===== config.mk =====
export PLATFORM = sky130hd
export DESIGN_NAME = gemm_mem_arbiter
export DESIGN_NICKNAME = d
export VERILOG_FILES = /design/src/rtl/gemm_mem_arbiter.sv
export SDC_FILE = /design/constraint.sdc
export NUM_CORES = 1
export LEC_CHECK = 0
export ABC_AREA = 1
export CORE_AREA = 8 8 292 294
export DETAILED_ROUTE_END_ITERATION = 10
export DIE_AREA = 0 0 300 302
export SLEW_MARGIN = 10
export SYNTH_ARGS = -nofsm -noshare
export SYNTH_HDL_FRONTEND = slang
export SYNTH_SLANG_ARGS = --single-unit

===== constraint.sdc =====
create_clock -name clk -period 5.1 [get_ports clk]
set_input_delay 1.02 -clock clk [delete_from_list [all_inputs] [get_ports clk]]
set_output_delay 1.02 -clock clk [all_outputs]
set_load 0.005 [all_outputs]

===== src/rtl/gemm_mem_arbiter.sv =====
`timescale 1ns/1ps
`default_nettype none
// ============================================================================
//  Module   : gemm_mem_arbiter
//  Purpose  : Round-robin burst arbiter sharing the 128-bit GEMM memory
//             interface between the load/execute and store controllers.
//             Grants are whole bursts, capped at MAX_BURST beats. Read
//             returns are steered back to their issuer by a tag pipeline
//             matched to the memory read latency.
//  Revision : 1.0 - initial release
// ============================================================================
module gemm_mem_arbiter #(
  parameter int MAX_BURST  = 16,
  parameter int RD_LATENCY = 2
) (
  input  logic         clk,
  input  logic         rst,          // asynchronous, active-low

  input  logic         ld_en,
  input  logic         ld_rdwr,
  input  logic [31:0]  ld_addr,
  input  logic [4:0]   ld_control,
  input  logic [127:0] ld_wr_data,
  input  logic         ld_last,
  output logic         ld_gnt,
  output logic         ld_rd_valid,

  input  logic         st_en,
  input  logic         st_rdwr,
  input  logic [31:0]  st_addr,
  input  logic [4:0]   st_control,
  input  logic [127:0] st_wr_data,
  input  logic         st_last,
  output logic         st_gnt,
  output logic         st_rd_valid,

  output logic [127:0] rd_data,

  output logic         mem_en,
  output logic         mem_rdwr,
  output logic [31:0]  mem_addr,
  output logic [4:0]   mem_control,
  output logic [127:0] mem_wr_data,
  input  logic         mem_ready,
  input  logic [127:0] mem_rd_data
);

  localparam int c_cnt_w = $clog2(MAX_BURST + 1);

  // Owner encoding used by last_owner and the read tags
  localparam logic c_own_ld = 1'b0;
  localparam logic c_own_st = 1'b1;

  typedef enum logic [1:0] {
    S_IDLE = 2'd0,
    S_LD   = 2'd1,
    S_ST   = 2'd2
  } state_t;

  state_t               r_state;
  logic                 r_last_owner;
  logic [c_cnt_w-1:0]   r_cnt;
  logic [RD_LATENCY-1:0] r_tag_v;
  logic [RD_LATENCY-1:0] r_tag_o;

  logic w_own_last;
  logic w_beat;
  logic w_cap;
  logic w_release;
  logic w_tail_v;
  logic w_tail_o;

  // Grants come straight from the state register, so they are glitch-free
  // and mutually exclusive by construction.
  assign ld_gnt = (r_state == S_LD);
  assign st_gnt = (r_state == S_ST);

  // Route the owning requester onto the memory port; everything is zero in IDLE
  always_comb begin
    mem_en      = 1'b0;
    mem_rdwr    = 1'b0;
    mem_addr    = '0;
    mem_control = '0;
    mem_wr_data = '0;
    w_own_last  = 1'b0;
    case (r_state)
      S_LD: begin
        mem_en      = ld_en;
        mem_rdwr    = ld_rdwr;
        mem_addr    = ld_addr;
        mem_control = ld_control;
        mem_wr_data = ld_wr_data;
        w_own_last  = ld_last;
      end
      S_ST: begin
        mem_en      = st_en;
        mem_rdwr    = st_rdwr;
        mem_addr    = st_addr;
        mem_control = st_control;
        mem_wr_data = st_wr_data;
        w_own_last  = st_last;
      end
      default: begin
      end
    endcase
  end

  assign w_beat    = mem_en && mem_ready;
  // The beat that brings the count to MAX_BURST is the forced-release beat
  assign w_cap     = (r_cnt == c_cnt_w'(MAX_BURST - 1));
  assign w_release = w_beat && (w_own_last || w_cap);

  // Arbitration FSM with burst beat counter and round-robin history
  always_ff @(posedge clk or negedge rst) begin
    if (!rst) begin
      r_state      <= S_IDLE;
      r_last_owner <= c_own_st;
      r_cnt        <= '0;
    end else begin
      case (r_state)
        S_IDLE: begin
          r_cnt <= '0;
          if (ld_en && st_en) begin
            // Tie: the side that did not own the bus last time wins
            r_state <= (r_last_owner == c_own_st) ? S_LD : S_ST;
          end else if (ld_en) begin
            r_state <= S_LD;
          end else if (st_en) begin
            r_state <= S_ST;
          end
        end
        S_LD, S_ST: begin
          if (w_release) begin
            r_state      <= S_IDLE;
            r_last_owner <= (r_state == S_ST) ? c_own_st : c_own_ld;
            r_cnt        <= '0;
          end else if (w_beat) begin
            r_cnt <= r_cnt + 1'b1;
          end
        end
        default: begin
          r_state <= S_IDLE;
          r_cnt   <= '0;
        end
      endcase
    end
  end

  // Tag pipeline: one {valid, owner} stage per cycle of memory read latency
  always_ff @(posedge clk or negedge rst) begin
    if (!rst) begin
      r_tag_v <= '0;
      r_tag_o <= '0;
    end else begin
      r_tag_v[0] <= w_beat && !mem_rdwr;
      r_tag_o[0] <= (r_state == S_ST) ? c_own_st : c_own_ld;
      for (int i = 1; i < RD_LATENCY; i++) begin
        r_tag_v[i] <= r_tag_v[i-1];
        r_tag_o[i] <= r_tag_o[i-1];
      end
    end
  end

  assign w_tail_v = r_tag_v[RD_LATENCY-1];
  assign w_tail_o = r_tag_o[RD_LATENCY-1];

  // Capture returning read data and flag it for the requester that issued it
  always_ff @(posedge clk or negedge rst) begin
    if (!rst) begin
      rd_data     <= '0;
      ld_rd_valid <= 1'b0;
      st_rd_valid <= 1'b0;
    end else begin
      ld_rd_valid <= w_tail_v && (w_tail_o == c_own_ld);
      st_rd_valid <= w_tail_v && (w_tail_o == c_own_st);
      if (w_tail_v) begin
        rd_data <= mem_rd_data;
      end
    end
  end

endmodule
`default_nettype wire


# Word level (Yosys, flattened, before mapping)
# Index checks and enable logic that the tools add are counted.
# W data, S select, Z words.
# classes
add_sub_neg	1
eq_ne	6
muxes	16
n_bitwise	1
n_reduce_logical	12
# ops
cell	count
$pmux W128 S2	1
$pmux W32 S2	1
$mux W5	3
$mux W2	5
$pmux W5 S2	1
$logic_and A1 B1 Y1	6
$pmux W1 S2	3
$add A5 B1 Y5 const B	1
$eq A5 B4 Y1 const B	1
$ne A4 B4 Y1 const B	1
$pmux W2 S2	1
$reduce_and A2 Y1	2
$ne A3 B3 Y1 const B	1
$eq A2 B1 Y1 const B	1
$eq A2 B2 Y1 const B	1
$logic_not A2 Y1	1
$ne A2 B2 Y1 const B	1
$reduce_or A2 Y1	1
$logic_not A1 Y1	1
$logic_or A1 B1 Y1	1
$mux W1	1
$not A1 Y1	1
# word_totals
register_bits	142
out_inout_bits	299
word_cells	44

# Longest topological paths before layout
# Gate-level depths: netlist of the first run.
# depth
depth_word	6
mapped_depth	12

# Least setup slack after synthesis of the first run
# No wires, ideal clock.
# synth_path
kind	input to output
from	input ld_rdwr
to	output mem_rdwr
t_arrival_ns	1.355
path_slack_ns	2.725
stages	4
n_path_buf	0
cell_sequence	inv_1 -> o22ai_1 -> inv_1 -> nor2_1
# synth_via
elab_chain_cells	1
# synth_rtl
item	line	text
start: declaration	20	input logic ld_rdwr,
$pmux W1 S2	86	case (r_state)
end: declaration	40	output logic mem_rdwr,
# Every way passes these cells.

# Worst setup path in the final report of the first run
# layout_path
from	register r_state[0]
to	output mem_wr_data[41]
# layout_via
elab_chain_cells	2
word_cells_on_any_way	3
cone_classes	2 x eq/ne; 1 x mux
# layout_rtl
item	line	text
start: declaration	60	state_t r_state;
start signal: assignment	125	r_state <= (r_last_owner == c_own_st) ? S_LD : S_ST;
$eq A2 B2 Y1 or $eq A2 B1 Y1 (tied branches)	86	
$pmux W128 S2 *	86	
end: declaration	43	output logic [127:0] mem_wr_data,
# Every way passes the cells marked *; elsewhere a longest branch is shown, timed or not.

==> results.toml, run 1 <==
[status]
status = "finished, final reports clean"

[job]
maxCapViolCount = 0

[final_layout]
nets = 2373
multiInputGateArea_um2 = 3970
fill_cells = 9123
drive_gt1_frac = 0.0496
regArea_um2 = 3560
final_common_cell = "clkdlybuf4s50_1"
syn_to_final_growth_pct = 115
mostFrequentLayoutCells = "764 x clkdlybuf4s50_1, 738 x nand2_1, 140 x dfrtp_1, 135 x a21oi_1, 30 x a21oi_2"
final_util = 0.215

[sta]
setup_viol = 0
finalCriticalPeriod_ns = 4.19
fin_setup_tns_ns = 0
max_slew.worst_pin.slew_ns = 1.11
fin_worst_skew_ns = 0.0137
slew_violations = 0
finalHoldViolCount = 0
fin_crit_sh = 0.822
slew_headroom = 0.260
fmax_mhz = 239
rsz0062_at_grt = "no"

[synthesis]
avgSynthCellArea_um2 = 6.84
ys_seq_area_frac = 0.439
synth_seq_cells = 142
yosysWarningCount = 0
async_flop_share = 1.00
synth_area_leader_cell = "dfrtp_1"
synth_cells = 1183
netlist_area_um2 = 8090
synth_top_area_share = 0.436
syn_nets = 1655
synthDistinctLibCells = 24
synth_area_leaders = "dfrtp_1 44%, nand2_1 34%, a21oi_1 8.3%, buf_2 3.5%, a21oi_2 3.2%"
ys.flop_type = "dfrtp_1"
synth_edf_count = 0

[setup_path]
path_buf_inv = 4
worstSetupEndpointType = "primary output"
crit_type = "register to primary output"
crit_end = "mem_wr_data[41]"
critPathSlowestCell = "inv_6"
rrSetupSlack_ns = 2.74
timing.rr.end = "rd_data[32]"
crit_cells = 6
arrival_ns = 3.17
crit_required_ns = 4.08
cp-startpoint = "r_state[0]"
reg2reg_depth = 4
start_kind = "register"
worstPathMaxFanout = 106
cp_top_family = "buffers and inverters"
crit_chain = "inv_1 -> ha_1 -> inv_6 -> buf_12 -> a21oi_1 -> clkdlybuf4s50_1"
cpPeakStageDelay_ns = 0.67
rr_startpoint = "r_tag_v[1]"

[clock_tree]
clockBufferDepth = 2
cts_tree = "done"
cts.clk_slew.worst_paths_ns = 0.08
postCtsHoldBufs = 0
post-cts-setup-buffer-count = 0
clockRootBuffer = "clkbuf_16"
cts_resized = 0
clk_latency_ns = 0.47
cts_inserted_buffers = 17
clock_sinks = 142
cts-htree-levels = 4

[route]
drt_iter0_drc = 650
viasPerCell = 3.58
drtPass1Iterations = 5
drt_drc_violations_left = 0
finalWirelength_um = 62300
post_drt_wl_per_cell_um = 20.8
antenna_left = 0
via_count = 10700

[floorplan]
io_pins = 766
die_w_um = 300
num_rows = 105
fp.coreArea_um2 = 80900
fp.dieH_um = 302
die_area_um2 = 90600
start_util = 0.100

[grt]
antenna_found_initial = 27
grt_util_all_layers = 0.131
grt_start_max_net_pins = 107
grt_pass1_vias = 11000
grt_overflow = 0
grt_pass1_wl_um = 84200

[placed_design]
place_hpwl_um = 52100
port_buffers = 765
place_congestion = 0.906

[power_and_ir_drop]
power_density_nw_per_um2 = 476
peakVddDrop_uv = 508
leakage_uw = 0.00692

[hold_path]
min_path_type = "register to register"
-- Yosys cell counts (2+ instances only) --
cell,instances
nand2_1,738
dfrtp_1,141
a21oi_1,135
buf_2,57
a21oi_2,30
inv_1,19
buf_6,13
clkbuf_1,8
buf_4,7
ha_1,5
nand4_1,5
nor2_1,5
nand2_2,4
nand3_1,4
nand2_4,2
xor2_1,2
-- power breakdown --
group	switching, uW	total, uW	internal (uW)
clock	594	1330	736
combinational	2440	4980	2540
sequential	303	1970	1670
total	3340	8290	4950
-- cell type report --
cell class | instances | area share
Antenna cell | 8 | 0.00115
Clock buffer | 17 | 0.0244
Clock inverter | 15 | 0.0101
Inverter | 20 | 0.00474
Multi-Input combinational cell | 936 | 0.228
Sequential cell | 142 | 0.204
Tap cell | 1070 | 0.0769
Timing Repair Buffer | 784 | 0.450
-- kinds of logic (layout without fill, tap and decap cells) --
group,after synthesis,in the layout,share of synthesized area
XOR/XNOR,2,2,0.00216
adder cells (fa/ha/maj),5,5,0.00773
other,0,8,0
buffers and inverters,105,836,0.0728
AND/OR/NAND/NOR,761,761,0.360
flip-flops,142,142,0.439
AO/OA/AOI/OAI,168,168,0.118
-- metal layers --
layer / track usage / up-vias / wire, um
li1: - / 5115 / -
met1: 0.154 / 4948 / 25200
met2: 0.210 / 577 / 28700
met3: 0.0617 / 58 / 7070
met4: 0.0425 / 16 / 1160
met5: 0 / - / 109
-- per-stage QoR --
step | cells | hold WS (ns) | setup WS (ns) | area (um^2) | power, uW
final | 2992 | 0.356 | 0.910 | 17400 | 8290
after detailed placement | 2952 | 0.340 | 1.39 | 16800 | 7040
after global routing | 2988 | 0.361 | 0.693 | 17400 | 8920
after CTS | 2984 | 0.358 | 0.821 | 17400 | 8460
after global placement | 2952 | 0.332 | 1.42 | 16800 | 7030
after floorplan | 1183 | 0.331 | 2.72 | 8090 | 4070
-- flip-flops by register name, summed over array words and instances (netlist names) --
name,count
st_rd_valid,1
r_tag_v,2
r_last_owner,1
rd_data,128
ld_rd_valid,1
r_state,2
r_tag_o,2
r_cnt,5
-- worst min-delay path by stage --
stage	slack (ns)	cells after the start	from	endpoint
3_5_place_dp	0.34	0	r_tag_v[0]	r_tag_v[1]
2_1_floorplan	0.33	0	r_tag_o[0]	r_tag_o[1]
4_1_cts	0.36	0	r_tag_v[0]	r_tag_v[1]
3_3_place_gp	0.33	0	r_tag_v[0]	r_tag_v[1]
5_1_grt	0.36	0	r_tag_v[0]	r_tag_v[1]
6_report	0.36	0	r_tag_v[0]	r_tag_v[1]
Note: power is estimated with default switching activity, not from simulation.
==> run 2: changes to the inputs <==
Settings changed: CORE_AREA 8 8 292 294 to 8 8 293 295, DIE_AREA 0 0 300 302 to 0 0 301 303.
Clock period 5.1 ns to 4.16 ns, I/O delays scaled along.
==> run 2 against run 1 <==
Against the previous run:
- sequential share of layout area fell by 0.11 points
- critical endpoint is now mem_wr_data[55]
- non-clock buffer count did not move
- worst setup slack got worse by 0.56 ns
- clock power rose by 26%
- sequential power rose by 24%
- wire length rose by 2.0%
- critical path depth did not move
- combinational power rose by 24%
- largest power group unchanged
- critical path type unchanged
- final area rose by 0.55%
==> results.toml, run 2 (synthesized netlist as in run 1, its figures left out) <==
[clock_tree]
clockBufferDepth = 2
cts_inserted_buffers = 17
cts_tree = "done"
cts.clk_slew.worst_paths_ns = 0.07
cts-htree-levels = 4
clockRootBuffer = "clkbuf_16"
clock_sinks = 142
post-cts-setup-buffer-count = 0
postCtsHoldBufs = 0
clk_latency_ns = 0.47
cts_resized = 0

[setup_path]
crit_type = "register to primary output"
worstPathMaxFanout = 63
crit_required_ns = 3.33
critPathSlowestCell = "ha_1"
worstSetupEndpointType = "primary output"
arrival_ns = 2.98
start_kind = "register"
crit_chain = "inv_1 -> ha_1 -> inv_6 -> buf_4 -> a21oi_1 -> clkdlybuf4s50_1"
cpPeakStageDelay_ns = 0.60

[route]
drt_iter0_drc = 618
post_drt_wl_per_cell_um = 21.2
drt_drc_violations_left = 0
antenna_left = 0
drtPass1Iterations = 5
viasPerCell = 3.56
via_count = 10700
finalWirelength_um = 63500

[grt]
grt_pass1_vias = 10800
antenna_found_initial = 34
grt_start_max_net_pins = 70
grt_overflow = 0
grt_pass1_wl_um = 84400
grt_util_all_layers = 0.132

[sta]
slew_headroom = 0.460
fin_setup_tns_ns = 0
fin_worst_skew_ns = 0.0155
fin_crit_sh = 0.915
max_slew.worst_pin.slew_ns = 0.810
rsz0062_at_grt = "no"
fmax_mhz = 263
whs_ns = 0.337
finalHoldViolCount = 0
finalCriticalPeriod_ns = 3.81
slew_violations = 0
setup_viol = 0

[final_layout]
mostFrequentLayoutCells = "764 x clkdlybuf4s50_1, 738 x nand2_1, 140 x dfrtp_1, 135 x a21oi_1, 30 x a21oi_2"
regArea_um2 = 3560
fill_cells = 9086
final_common_cell = "clkdlybuf4s50_1"
syn_to_final_growth_pct = 116
reg.largest.list = "rd_data x128, r_cnt x5"
nets = 2373
largest_register_ff_count = 128
drive_gt1_frac = 0.0496
top_register = "rd_data"
multiInputGateArea_um2 = 3970

[placed_design]
place_hpwl_um = 54100
port_buffers = 765
place_congestion = 0.909

[power_and_ir_drop]
leakage_uw = 0.00695
power_density_nw_per_um2 = 588
peakVddDrop_uv = 556

[status]
status = "finished, final reports clean"

[floorplan]
fp.dieH_um = 303
fp.coreArea_um2 = 81200
start_util = 0.0997
die_area_um2 = 91200
die_w_um = 301
num_rows = 105
io_pins = 766

[job]
maxCapViolCount = 0

[hold_path]
min_path_type = "input port to asynchronous set/reset pin"
run 2: cell count changes in the layout (fill, tap and decap cells not counted):
cell       change
buf_12         +5
diode_2        +3
buf_4          -5
bufinv_16      +1
clkinv_2       -1
run 2: final timing paths:
| path | start | end | slack (ns) | cells after the start |
|---|---|---|---|---|
| worst max-delay path | r_state[0] | mem_wr_data[55] | 0.35 | 6 |
| worst min-delay path | rst | rd_data[64] | 0.34 | 1 |
| worst max register to register | r_tag_v[1] | rd_data[81] | 1.95 | 3 |
| worst min register to register | r_tag_v[0] | r_tag_v[1] | 0.35 | 0 |
| max in group asynchronous | rst | rd_data[13] | 2.98 | 2 |
| min in group clk | r_tag_v[0] | r_tag_v[1] | 0.35 | 0 |
run 2: area by class of cell:
class / instances / area share
multi-input combinational: 936 / 0.227
antenna: 11 / 0.00157
clock buffer: 17 / 0.0243
inverter: 20 / 0.00472
timing repair buffer: 784 / 0.451
sequential: 142 / 0.203
clock inverter: 15 / 0.0114
tap: 1070 / 0.0765
run 2: report_power, final:
group | switching (uW) | internal (uW)
Clock | 707 | 964
Combinational | 3000 | 3180
Sequential | 390 | 2050
Total | 4100 | 6200
run 2: critical path: cells and delay by family (launching register included):
kind	cells	cell delay, ns
AO/OA/AOI/OAI	1	0.16
buffers and inverters	4	1.25
adder cells (fa/ha/maj)	1	0.60
flip-flops	1	0.42
run 2: routing by layer:
metal	track usage	up-vias	part of all wire
li1	-	5127	-
met4	0.0555	32	0.031
met1	0.150	4823	0.39
met2	0.210	570	0.46
met3	0.0634	106	0.11
met5	0	-	0.0034
run 2: metrics by stage:
stage          cells  setup slack (ns)  instance area, um^2  utilization  power, uW
2_1_floorplan   1183              1.99                 8090            -       4990
3_3_place_gp    2952             0.905                16900        0.208       8710
3_5_place_dp    2952             0.876                16900        0.208       8750
4_1_cts         2984             0.308                17500        0.215      10500
5_1_grt         2990             0.162                17500        0.215      11100
6_report        2995             0.352                17500        0.216      10300
